`config.mk`:
```
export PLATFORM = sky130hd
export DESIGN_NAME = sti_rx_deserializer
export DESIGN_NICKNAME = d
export VERILOG_FILES = /design/src/rtl/sti_rx_deserializer_pkg.sv /design/src/rtl/sti_rx_unpack.sv /design/src/rtl/sti_rx_deserializer.sv
export SDC_FILE = /design/constraint.sdc
export NUM_CORES = 1
export LEC_CHECK = 0
export BUFFER_PORTS_ARGS = -buffer_cell sky130_fd_sc_hd__buf_4
export CORE_UTILIZATION = 30
export DETAILED_ROUTE_END_ITERATION = 8
export PLACE_DENSITY = 0.52
export SLEW_MARGIN = 10
export SYNTH_ARGS = -nofsm -noshare
export SYNTH_HDL_FRONTEND = slang
export SYNTH_HIERARCHICAL = 1
export SYNTH_SLANG_ARGS = --single-unit
```
`constraint.sdc`:
```
create_clock -name clk -period 3.71 [get_ports clk]
set_clock_uncertainty 0.1 [all_clocks]
set_input_delay 0.1855 -clock clk [delete_from_list [all_inputs] [get_ports clk]]
set_output_delay 0.1855 -clock clk [all_outputs]
set_load 0.01 [all_outputs]
```
`src/rtl/sti_rx_deserializer_pkg.sv`:
```
// Shared encodings, state type and helpers for the STI serial receiver.
package sti_rx_deserializer_pkg;

    localparam logic [1:0] LEN_8  = 2'b00;
    localparam logic [1:0] LEN_16 = 2'b01;
    localparam logic [1:0] LEN_24 = 2'b10;
    localparam logic [1:0] LEN_32 = 2'b11;

    typedef enum logic [1:0] {
        IDLE = 2'd0,
        RECV = 2'd1,
        DONE = 2'd2
    } rx_state_e;

    function automatic logic [5:0] len_bits(input logic [1:0] cfg_length);
        logic [5:0] n;
        case (cfg_length)
            LEN_8:   n = 6'd8;
            LEN_16:  n = 6'd16;
            LEN_24:  n = 6'd24;
            default: n = 6'd32;
        endcase
        return n;
    endfunction

    function automatic logic [31:0] bitrev32(input logic [31:0] v);
        logic [31:0] r;
        for (int i = 0; i < 32; i++) begin
            r[i] = v[31-i];
        end
        return r;
    endfunction

endpackage

```
`src/rtl/sti_rx_unpack.sv`:
```
// Combinational unpacking of a received serial word into the 16-bit payload
// and the pad-error flag, following the frame configuration.
module sti_rx_unpack
    import sti_rx_deserializer_pkg::*;
(
    input  logic [31:0] shreg,
    input  logic [1:0]  cfg_length,
    input  logic        cfg_msb,
    input  logic        cfg_low,
    input  logic        cfg_fill,
    output logic [15:0] data,
    output logic        pad_err
);

    logic [31:0] rev_word;
    logic [31:0] lword;
    logic [5:0]  n_bits;

    assign n_bits = len_bits(cfg_length);

    always_comb begin
        // Reversing all 32 bits puts the N frame bits at the top; shift them back down.
        rev_word = bitrev32(shreg) >> (6'd32 - n_bits);
        lword    = cfg_msb ? shreg : rev_word;
        data     = 16'h0000;
        pad_err  = 1'b0;
        case (cfg_length)
            LEN_8: begin
                data = cfg_low ? {lword[7:0], 8'h00} : {8'h00, lword[7:0]};
            end
            LEN_16: begin
                data = lword[15:0];
            end
            LEN_24: begin
                if (cfg_fill) begin
                    data    = lword[23:8];
                    pad_err = |lword[7:0];
                end else begin
                    data    = lword[15:0];
                    pad_err = |lword[23:16];
                end
            end
            LEN_32: begin
                if (cfg_fill) begin
                    data    = lword[31:16];
                    pad_err = |lword[15:0];
                end else begin
                    data    = lword[15:0];
                    pad_err = |lword[31:16];
                end
            end
        endcase
    end

endmodule

```
`src/rtl/sti_rx_deserializer.sv`:
```
// STI serial receiver: collects one framed serial word, unpacks the payload
// and reports it with a one-cycle strobe plus pad/frame error flags.
module sti_rx_deserializer
    import sti_rx_deserializer_pkg::*;
#(
    parameter int CNT_W = 8
) (
    input  logic             clk,
    input  logic             reset,
    input  logic             cfg_load,
    input  logic [1:0]       cfg_length,
    input  logic             cfg_msb,
    input  logic             cfg_low,
    input  logic             cfg_fill,
    input  logic             si_data,
    input  logic             si_valid,
    output logic [15:0]      rx_data,
    output logic             rx_valid,
    output logic             rx_pad_err,
    output logic             rx_frame_err,
    output logic [CNT_W-1:0] rx_count,
    output logic             rx_busy
);

    rx_state_e        state_q, state_d;
    logic [1:0]       cfg_length_q, cfg_length_d;
    logic             cfg_msb_q, cfg_msb_d;
    logic             cfg_low_q, cfg_low_d;
    logic             cfg_fill_q, cfg_fill_d;
    logic [30:0]      shreg_q, shreg_d;
    logic [5:0]       bit_cnt_q, bit_cnt_d;
    logic [15:0]      rx_data_q, rx_data_d;
    logic             rx_valid_q, rx_valid_d;
    logic             rx_pad_err_q, rx_pad_err_d;
    logic             rx_frame_err_q, rx_frame_err_d;
    logic [CNT_W-1:0] rx_count_q, rx_count_d;
    logic             rx_busy_q, rx_busy_d;

    logic [31:0]      shreg_shift;
    logic [5:0]       bit_cnt_inc;
    logic [5:0]       frame_bits;
    logic [15:0]      unpack_data;
    logic             unpack_pad;

    // Bit 31 is never stored: a 32-bit frame completes on the shift that fills it.
    assign shreg_shift = {shreg_q, si_data};
    assign bit_cnt_inc = bit_cnt_q + 6'd1;
    assign frame_bits  = len_bits(cfg_length_q);

    sti_rx_unpack u_unpack (
        .shreg      (shreg_shift),
        .cfg_length (cfg_length_q),
        .cfg_msb    (cfg_msb_q),
        .cfg_low    (cfg_low_q),
        .cfg_fill   (cfg_fill_q),
        .data       (unpack_data),
        .pad_err    (unpack_pad)
    );

    always_comb begin
        state_d        = state_q;
        cfg_length_d   = cfg_length_q;
        cfg_msb_d      = cfg_msb_q;
        cfg_low_d      = cfg_low_q;
        cfg_fill_d     = cfg_fill_q;
        shreg_d        = shreg_q;
        bit_cnt_d      = bit_cnt_q;
        rx_data_d      = rx_data_q;
        rx_pad_err_d   = rx_pad_err_q;
        rx_valid_d     = 1'b0;
        rx_frame_err_d = 1'b0;
        rx_count_d     = rx_count_q;

        case (state_q)
            IDLE: begin
                if (cfg_load) begin
                    cfg_length_d = cfg_length;
                    cfg_msb_d    = cfg_msb;
                    cfg_low_d    = cfg_low;
                    cfg_fill_d   = cfg_fill;
                end
                if (si_valid) begin
                    shreg_d   = {30'd0, si_data};
                    bit_cnt_d = 6'd1;
                    state_d   = RECV;
                end
            end
            RECV: begin
                if (si_valid) begin
                    shreg_d   = shreg_shift[30:0];
                    bit_cnt_d = bit_cnt_inc;
                    if (bit_cnt_inc == frame_bits) begin
                        state_d      = DONE;
                        rx_valid_d   = 1'b1;
                        rx_data_d    = unpack_data;
                        rx_pad_err_d = unpack_pad;
                        rx_count_d   = rx_count_q + 1'b1;
                    end
                end else begin
                    rx_frame_err_d = 1'b1;
                    bit_cnt_d      = 6'd0;
                    state_d        = IDLE;
                end
            end
            DONE: begin
                // A bit arriving here already belongs to the next frame.
                if (si_valid) begin
                    shreg_d   = {30'd0, si_data};
                    bit_cnt_d = 6'd1;
                    state_d   = RECV;
                end else begin
                    bit_cnt_d = 6'd0;
                    state_d   = IDLE;
                end
            end
            default: begin
                bit_cnt_d = 6'd0;
                state_d   = IDLE;
            end
        endcase

        rx_busy_d = (state_d == RECV);
    end

    always_ff @(posedge clk or posedge reset) begin
        if (reset) begin
            state_q        <= IDLE;
            cfg_length_q   <= LEN_8;
            cfg_msb_q      <= 1'b0;
            cfg_low_q      <= 1'b0;
            cfg_fill_q     <= 1'b0;
            shreg_q        <= '0;
            bit_cnt_q      <= '0;
            rx_data_q      <= '0;
            rx_valid_q     <= 1'b0;
            rx_pad_err_q   <= 1'b0;
            rx_frame_err_q <= 1'b0;
            rx_count_q     <= '0;
            rx_busy_q      <= 1'b0;
        end else begin
            state_q        <= state_d;
            cfg_length_q   <= cfg_length_d;
            cfg_msb_q      <= cfg_msb_d;
            cfg_low_q      <= cfg_low_d;
            cfg_fill_q     <= cfg_fill_d;
            shreg_q        <= shreg_d;
            bit_cnt_q      <= bit_cnt_d;
            rx_data_q      <= rx_data_d;
            rx_valid_q     <= rx_valid_d;
            rx_pad_err_q   <= rx_pad_err_d;
            rx_frame_err_q <= rx_frame_err_d;
            rx_count_q     <= rx_count_d;
            rx_busy_q      <= rx_busy_d;
        end
    end

    assign rx_data      = rx_data_q;
    assign rx_valid     = rx_valid_q;
    assign rx_pad_err   = rx_pad_err_q;
    assign rx_frame_err = rx_frame_err_q;
    assign rx_count     = rx_count_q;
    assign rx_busy      = rx_busy_q;

endmodule

```
==> results of run 1 <==
## report_power, final
group          internal (mW)  switching [mW]  total, mW
sequential             0.804          0.0408      0.845
combinational          0.218           0.358      0.575
clock                  0.548           0.333      0.881
total                   1.57           0.732       2.30
## how the worst min path moves through the flow
stage                                   to  depth (start not counted)
2_1_floorplan  cfg_length_q[0]$_DFFE_PP0P_                          2
3_3_place_gp        rx_frame_err$_DFF_PP0_                          2
3_5_place_dp        rx_frame_err$_DFF_PP0_                          2
4_1_cts             shreg_q[0]$_DFFE_PP0P_                          2
5_1_grt             shreg_q[0]$_DFFE_PP0P_                          2
6_report            shreg_q[0]$_DFFE_PP0P_                          2
## metal layers
metal | wire length [um] | track usage, % | up-vias
met5 | 0 | 0 | -
met4 | 251 | 7.98 | 0
met3 | 744 | 3.01 | 17
met2 | 6360 | 26.8 | 153
met1 | 6570 | 24.3 | 2114
li1 | - | - | 1944
## logic make-up after synthesis
kind of cell | synth area share (%)
compound gates | 25.5
buf+inv | 6.24
xor+xnor | 2.12
flops | 36.4
simple gates | 12.1
fa+ha+maj | 2.27
mux | 15.4
## flip-flops by register name, summed over array words and instances, names as in the netlist, 2 cells and up
signal        cells
bit_cnt_q         6
state_q           2
shreg_q          31
rx_data          16
cfg_length_q      2
rx_count          8
## final cells by class
class / instances / area [um2] / share of cell area (%)
inverters: 17 / 63.8 / 1.11
well taps: 216 / 270 / 4.72
clock buffers: 11 / 253 / 4.42
flip-flops and latches: 72 / 1800 / 31.5
multi-input cells: 362 / 2840 / 49.7
repair buffers: 56 / 450 / 7.87
clock inverters: 3 / 42.5 / 0.743
## layout by cell type, fill, tap and decap left out, types with 4 or more instances in the layout
cell,netlist,layout
inv_1,16,15
nor2b_1,4,4
dfrtp_1,72,72
o21a_1,5,5
a221o_1,7,7
a22oi_1,14,14
mux2_2,15,15
mux4_2,9,9
buf_4,2,48
a22o_1,32,32
xor2_1,7,7
a21oi_1,16,16
o31ai_1,4,4
a31oi_1,11,11
clkbuf_16,0,9
nand2b_1,6,6
nor3_1,6,6
mux2i_1,14,14
nand2_1,40,40
dlygate4sd3_1,0,7
mux2_4,15,15
o21ai_0,30,30
o211ai_1,10,10
nor4b_1,6,6
nor2_1,25,25
ha_1,9,9
xnor2_1,5,5
nand3_1,9,9
## critical path, stage by stage (launching register included)
cell     delay [ps]
dfrtp_1         420
inv_1            90
ha_1            220
buf_4           250
nor2_2          410
mux4_2          370
mux2_2          340
mux2_2          280
a221o_1         290
mux2_4          260
## stage by stage
step	cell area, um2	worst slack (ps)	hold WS (ps)
after floorplan	4950	969	202
after global placement	5360	674	294
after detailed placement	5360	596	296
after CTS	5720	586	75.3
after global routing	5720	417	92.3
final	5720	564	85.6
## synthesized netlist by cell type (3+ instances only)
master and n:
mux2_2 15, buf_6 5, a31o_2 3, mux2_4 15, nor4_1 3, nor4b_1 6, o21a_1 5, nor2_1 25
o21ai_0 30, or4_1 3, xnor2_1 5, buf_1 4, nand3_1 9, ha_1 9, dfrtp_1 72, o21ai_1 3
inv_1 16, nor3_1 6, a22o_1 32, mux2i_1 14, nor2b_1 4, buf_2 12, mux4_2 9, o211ai_1 10
nand2_1 40, o31ai_1 4, a31oi_1 11, a41oi_1 3, xor2_1 7, clkbuf_1 21, o2bb2ai_1 3, nand2b_1 6
a221o_1 7, a21oi_1 16, a22oi_1 14
## timing repair
item / in CTS / in global routing
hold endpoints to repair: 36 / 0
hold buffers: 7 / 0
resized for setup: 0 / 0
==> impl_metrics.env, run 1 <==
export IMPL_rr_startpoint="cfg_length_q[0]$_DFFE_PP0P_"
export IMPL_p_leak_nw=2.54
export IMPL_dr_first_iter_drc_count=418
export IMPL_largest_fanout_on_the_critical_path=30
export IMPL_die_x_um=130
export IMPL_cts_root_buf="clkbuf_16"
export IMPL_maxSlewViolCount=0
export IMPL_min_delay_path_class="input pin to register"
export IMPL_grtUsageTotal_pct=17.6
export IMPL_max_freq_mhz=318
export IMPL_post_syn_area_um2=4950
export IMPL_port_buf_inserts=37
export IMPL_reg2reg_slack_ps=560
export IMPL_timing_worst_setup_path_type="register to register"
export IMPL_die_height_um=130
export IMPL_clk_latency_ps=350
export IMPL_fp_row_count=46
export IMPL_fin_total_pwr_mw=2.30
export IMPL_ir_worst_vdd_uv=257
export IMPL_ys_async_sr_fraction_pct=100
export IMPL_floorplan_initialDensity_pct=31.0
export IMPL_fin_crit_sh_pct=84.8
export IMPL_cts_clk_slew_worst_paths_ps=60
export IMPL_synth_yosys_seq_area_share_pct=36.4
export IMPL_first_global_vias=4036
export IMPL_syn_mean_instance_area_um2=9.99
export IMPL_routed_via_count=4228
export IMPL_yosys_top_cells_area="dfrtp_1 36%, a22o_1 5.7%, mux2_4 4.5%"
export IMPL_worst_setup_path_end_kind="register"
export IMPL_grt_max_degree=41
export IMPL_drive_above_1_share_pct=21.7
export IMPL_worst_slew_pin_slew_ps=907
export IMPL_critical_path_startpoint="cfg_length_q[0]$_DFFE_PP0P_"
export IMPL_antenna_found_initial=0
export IMPL_area_growth_pct=15.6
export IMPL_synth_edf_count=0
export IMPL_cts_path_max_buffers=2
export IMPL_yosysUniqueCellTypes=72
export IMPL_final_cell_count_no_fill=737
export IMPL_grt_overflow_total=0
export IMPL_cp_start_kind="register"
export IMPL_worstHoldStart="si_data"
export IMPL_core_um2=16000
export IMPL_cts_setup_buffers=0
export IMPL_synth_fp_nets=515
export IMPL_crit_reg2reg_capture="rx_data[2]$_DFFE_PP0P_"
export IMPL_utilization_pct=35.8
export IMPL_placed_cells=716
export IMPL_floorplan_die_area_um2=17000
export IMPL_tritoncts_buffers=9
export IMPL_fillerInstances=1662
export IMPL_power_density_nw_per_um2=402
export IMPL_status="completed"
export IMPL_route_final_wire_length_um=13900
export IMPL_cap_violations=0
export IMPL_slew_limit_headroom_pct=39.4
export IMPL_synth_seq_cells=72
export IMPL_route_detailed_vias_per_inst=5.74
export IMPL_finalNetCount=537
export IMPL_drt_pre_antenna_iters=5
export IMPL_routabilityCongestion=0.874
export IMPL_post_synth_inst_count=496
export IMPL_grt_setup_unrepaired="no"
export IMPL_synth_largest_type_area_fraction_pct=36.4
export IMPL_routed_wire_per_std_cell_um=18.9
export IMPL_cts_sinks=72
export IMPL_ys_warn_count=6
export IMPL_post_dp_hpwl_um=9540
export IMPL_finalHoldViolations=0
export IMPL_io_count=38
export IMPL_grt_pass1_wl_um=22800
export IMPL_critPathCapture="rx_data[2]$_DFFE_PP0P_"
export IMPL_yosysTopAreaCell="dfrtp_1"
export IMPL_worstPathRequired_ps=3840
export IMPL_finalSetupViolations=0
export IMPL_number_of_antenna_diodes=0
export IMPL_cp_arrival_ps=3280
export IMPL_remaining_drc_errors=0
export IMPL_tritoncts_clock_tree="done"
export IMPL_finalCriticalPeriod_ps=3150
export IMPL_timing_setup_tns_ps=0
export IMPL_worst_r2r_path_depth=9
export IMPL_primary_ff_master_synth="dfrtp_1"
export IMPL_cts_max_level=3
export IMPL_final_antenna_net_count=0
No activity file was read; power rests on OpenSTA's default activity.
==> inputs of run 2 (changes only) <==
- ABC_AREA: default -> 1
- clock period: 3.71 -> 3.2 ns (I/O delays scaled with it)
==> run 2 against run 1 <==
First-iteration DRC count rose by 20%. Combinational power up 37%. Global-route usage increased by 0.40 points. Worst hold slack got worse by 75 ps. Sequential share of layout area is 0.23 points lower. Final cell count grew 34%. Wire length up 2.5%. Synthesized cell count is 48% higher. Critical endpoint is now rx_pad_err$_DFFE_PP0P_.
==> impl_metrics.env, run 2 <==
export IMPL_synth_edf_count=0
export IMPL_status="completed"
export IMPL_layout_common_cells="247 x nand2_1, 97 x inv_1, 72 x dfrtp_1"
export IMPL_crit_reg2reg_capture="rx_pad_err$_DFFE_PP0P_"
export IMPL_fin_total_pwr_mw=2.69
export IMPL_wl_met3_um=587
export IMPL_grt_setup_unrepaired="no"
export IMPL_routed_wl_met2_um=6690
export IMPL_reg2reg_slack_ps=550
export IMPL_grtUsageTotal_pct=18.0
export IMPL_drive_above_1_share_pct=12.1
export IMPL_cp_arrival_ps=2780
export IMPL_slew_limit_headroom_pct=36.5
export IMPL_routed_via_count=4817
export IMPL_antenna_found_initial=0
export IMPL_remaining_drc_errors=0
export IMPL_timing_worst_setup_path_type="register to register"
export IMPL_placed_cells=964
export IMPL_power_density_nw_per_um2=466
export IMPL_routed_wire_per_std_cell_um=14.5
export IMPL_yosys_top_cells_count="247 x nand2_1, 98 x inv_1, 72 x dfrtp_1"
export IMPL_yosys_top_cells_area="dfrtp_1 36%, nand2_1 19%, inv_1 7.4%"
export IMPL_cap_violations=0
export IMPL_synth_yosys_seq_area_share_pct=36.1
export IMPL_yosysTopAreaCell="dfrtp_1"
export IMPL_clk_latency_ps=350
export IMPL_post_syn_area_um2=4990
export IMPL_finalSetupViolations=0
export IMPL_final_common_cell="nand2_1"
export IMPL_cts_resized_gates=0
export IMPL_cts_root_buf="clkbuf_16"
export IMPL_yosysUniqueCellTypes=36
export IMPL_number_of_antenna_diodes=0
export IMPL_ys_async_sr_fraction_pct=100
export IMPL_timing_setup_tns_ps=0
export IMPL_min_delay_path_class="input pin to asynchronous set/reset pin"
export IMPL_route_layer_met1_wl_um=6650
export IMPL_cts_clk_slew_worst_paths_ps=60
export IMPL_worstPathRequired_ps=3330
export IMPL_core_um2=16100
export IMPL_worst_setup_path_end_kind="register"
export IMPL_syn_mean_instance_area_um2=6.78
export IMPL_tritoncts_clock_tree="done"
export IMPL_critical_path_s_largest_stage_delay_ps=410
export IMPL_first_global_vias=4529
export IMPL_cts_max_level=3
export IMPL_grt_pass1_wl_um=23300
export IMPL_p_leak_nw=2.86
export IMPL_route_final_wire_length_um=14300
export IMPL_primary_ff_master_synth="dfrtp_1"
export IMPL_drt_pre_antenna_iters=5
export IMPL_place_ws_ps=555
export IMPL_cp_start_kind="register"
export IMPL_worst_slew_pin_slew_ps=951
export IMPL_port_buf_inserts=37
export IMPL_ys_warn_count=6
export IMPL_route_detailed_vias_per_inst=4.88
export IMPL_max_freq_mhz=378
export IMPL_tritoncts_buffers=9
export IMPL_io_count=38
export IMPL_finalHoldViolations=0
export IMPL_cts_path_max_buffers=2
export IMPL_crit_top_cell="nand2_1"
export IMPL_synth_fp_nets=755
export IMPL_maxSlewViolCount=0
export IMPL_worst_r2r_path_depth=15
export IMPL_area_growth_pct=15.6
export IMPL_crit_family="simple AND/OR/NAND/NOR gates"
export IMPL_floorplan_initialDensity_pct=31.1
export IMPL_dr_first_iter_drc_count=500
export IMPL_fin_crit_sh_pct=82.7
export IMPL_finalNetCount=785
export IMPL_die_height_um=131
export IMPL_post_synth_inst_count=736
export IMPL_fin_ws_ps=554
export IMPL_timing_critical_path_buf_inv=2
export IMPL_top_layer="met4"
export IMPL_synth_largest_type_area_fraction_pct=36.1
export IMPL_rr_startpoint="cfg_length_q[0]$_DFFE_PP0P_"
export IMPL_flip_flop_count_of_the_largest_register_all_copies_and_words_added=31
export IMPL_critical_path_cell_chain="inv_1 -> ha_1 -> nor2_8 -> buf_4 -> o21ai_1 -> nand2_1 -> nand3_2 -> nand2_2 -> nand2_1 -> nor3_2 -> nand3_1 -> nand2_1 -> nand2_1 -> nand4_1 -> nand2_1"
export IMPL_largest_fanout_on_the_critical_path=29
export IMPL_yosys_cell_count_top_type="nand2_1"
export IMPL_final_antenna_net_count=0
export IMPL_die_x_um=131
export IMPL_final_cell_count_no_fill=987
export IMPL_ir_worst_vdd_uv=282
export IMPL_fp_row_count=46
export IMPL_cts_setup_buffers=0
export IMPL_cts_sinks=72
export IMPL_floorplan_die_area_um2=17100
export IMPL_post_dp_hpwl_um=10200
export IMPL_registers_top_by_ff_count="shreg_q"
export IMPL_routabilityCongestion=0.865
export IMPL_grt_max_degree=73
export IMPL_crit_slowest_cell="dfrtp_1"
export IMPL_grt_overflow_total=0
export IMPL_finalCriticalPeriod_ps=2650
export IMPL_synth_seq_cells=72
[run 2: cell families after synthesis]
family / count (synthesis) / share of synthesized area (%)
buf+inv: 138 / 11.9
simple gates: 381 / 34.0
mux: 3 / 0.677
fa+ha+maj: 9 / 2.26
flops: 72 / 36.1
compound gates: 128 / 14.2
xor+xnor: 5 / 0.878
[run 2: how the worst max path moves through the flow]
stage	start	endpoint	depth (start not counted)
after floorplan	cfg_length_q[0]$_DFFE_PP0P_	rx_pad_err$_DFFE_PP0P_	15
after global placement	cfg_length_q[0]$_DFFE_PP0P_	rx_pad_err$_DFFE_PP0P_	15
after detailed placement	cfg_length_q[0]$_DFFE_PP0P_	rx_data[11]$_DFFE_PP0P_	16
after CTS	cfg_length_q[0]$_DFFE_PP0P_	rx_pad_err$_DFFE_PP0P_	15
after global routing	cfg_length_q[1]$_DFFE_PP0P_	rx_data[11]$_DFFE_PP0P_	16
final	cfg_length_q[0]$_DFFE_PP0P_	rx_pad_err$_DFFE_PP0P_	15
[run 2: power breakdown]
group	total, mW	internal (mW)	switching, mW
clock	0.949	0.547	0.401
sequential	0.950	0.930	0.0198
combinational	0.787	0.240	0.548
[run 2: timing repair]
item                                    CTS  global route
hold endpoints to repair                  7             0
endpoints found under the setup margin    0             0
hold buffers                              7             0
[run 2: metal layers]
metal,GRT usage (%),vias to the layer above
met3,3.34,25
met1,24.3,2218
met2,28.3,124
met4,7.10,0
li1,-,2450
met5,0,-
[run 2: worst min-delay path: cells and delay by family]
kind | cells | cell delay [ps]
buf+inv | 3 | 850
[run 2: final cells by class]
| type | instances | area (um2) |
|---|---|---|
| timing repair buffer | 56 | 438 |
| multi-input combinational | 526 | 2600 |
| fill | 1726 | 10300 |
| sequential | 72 | 1800 |
| inverter | 101 | 379 |
| clock inverter | 4 | 30.0 |
| tap | 216 | 270 |
| clock buffer | 12 | 246 |
[run 2: metrics by stage]
step | utilization, % | cell area, um2 | hold WS (ps)
floorplan | - | 4990 | 126
global route | 35.9 | 5770 | 103
finish | 35.9 | 5770 | 10.4
detailed placement | 33.7 | 5420 | 253
CTS | 35.9 | 5770 | 40.9
global placement | 33.7 | 5420 | 251
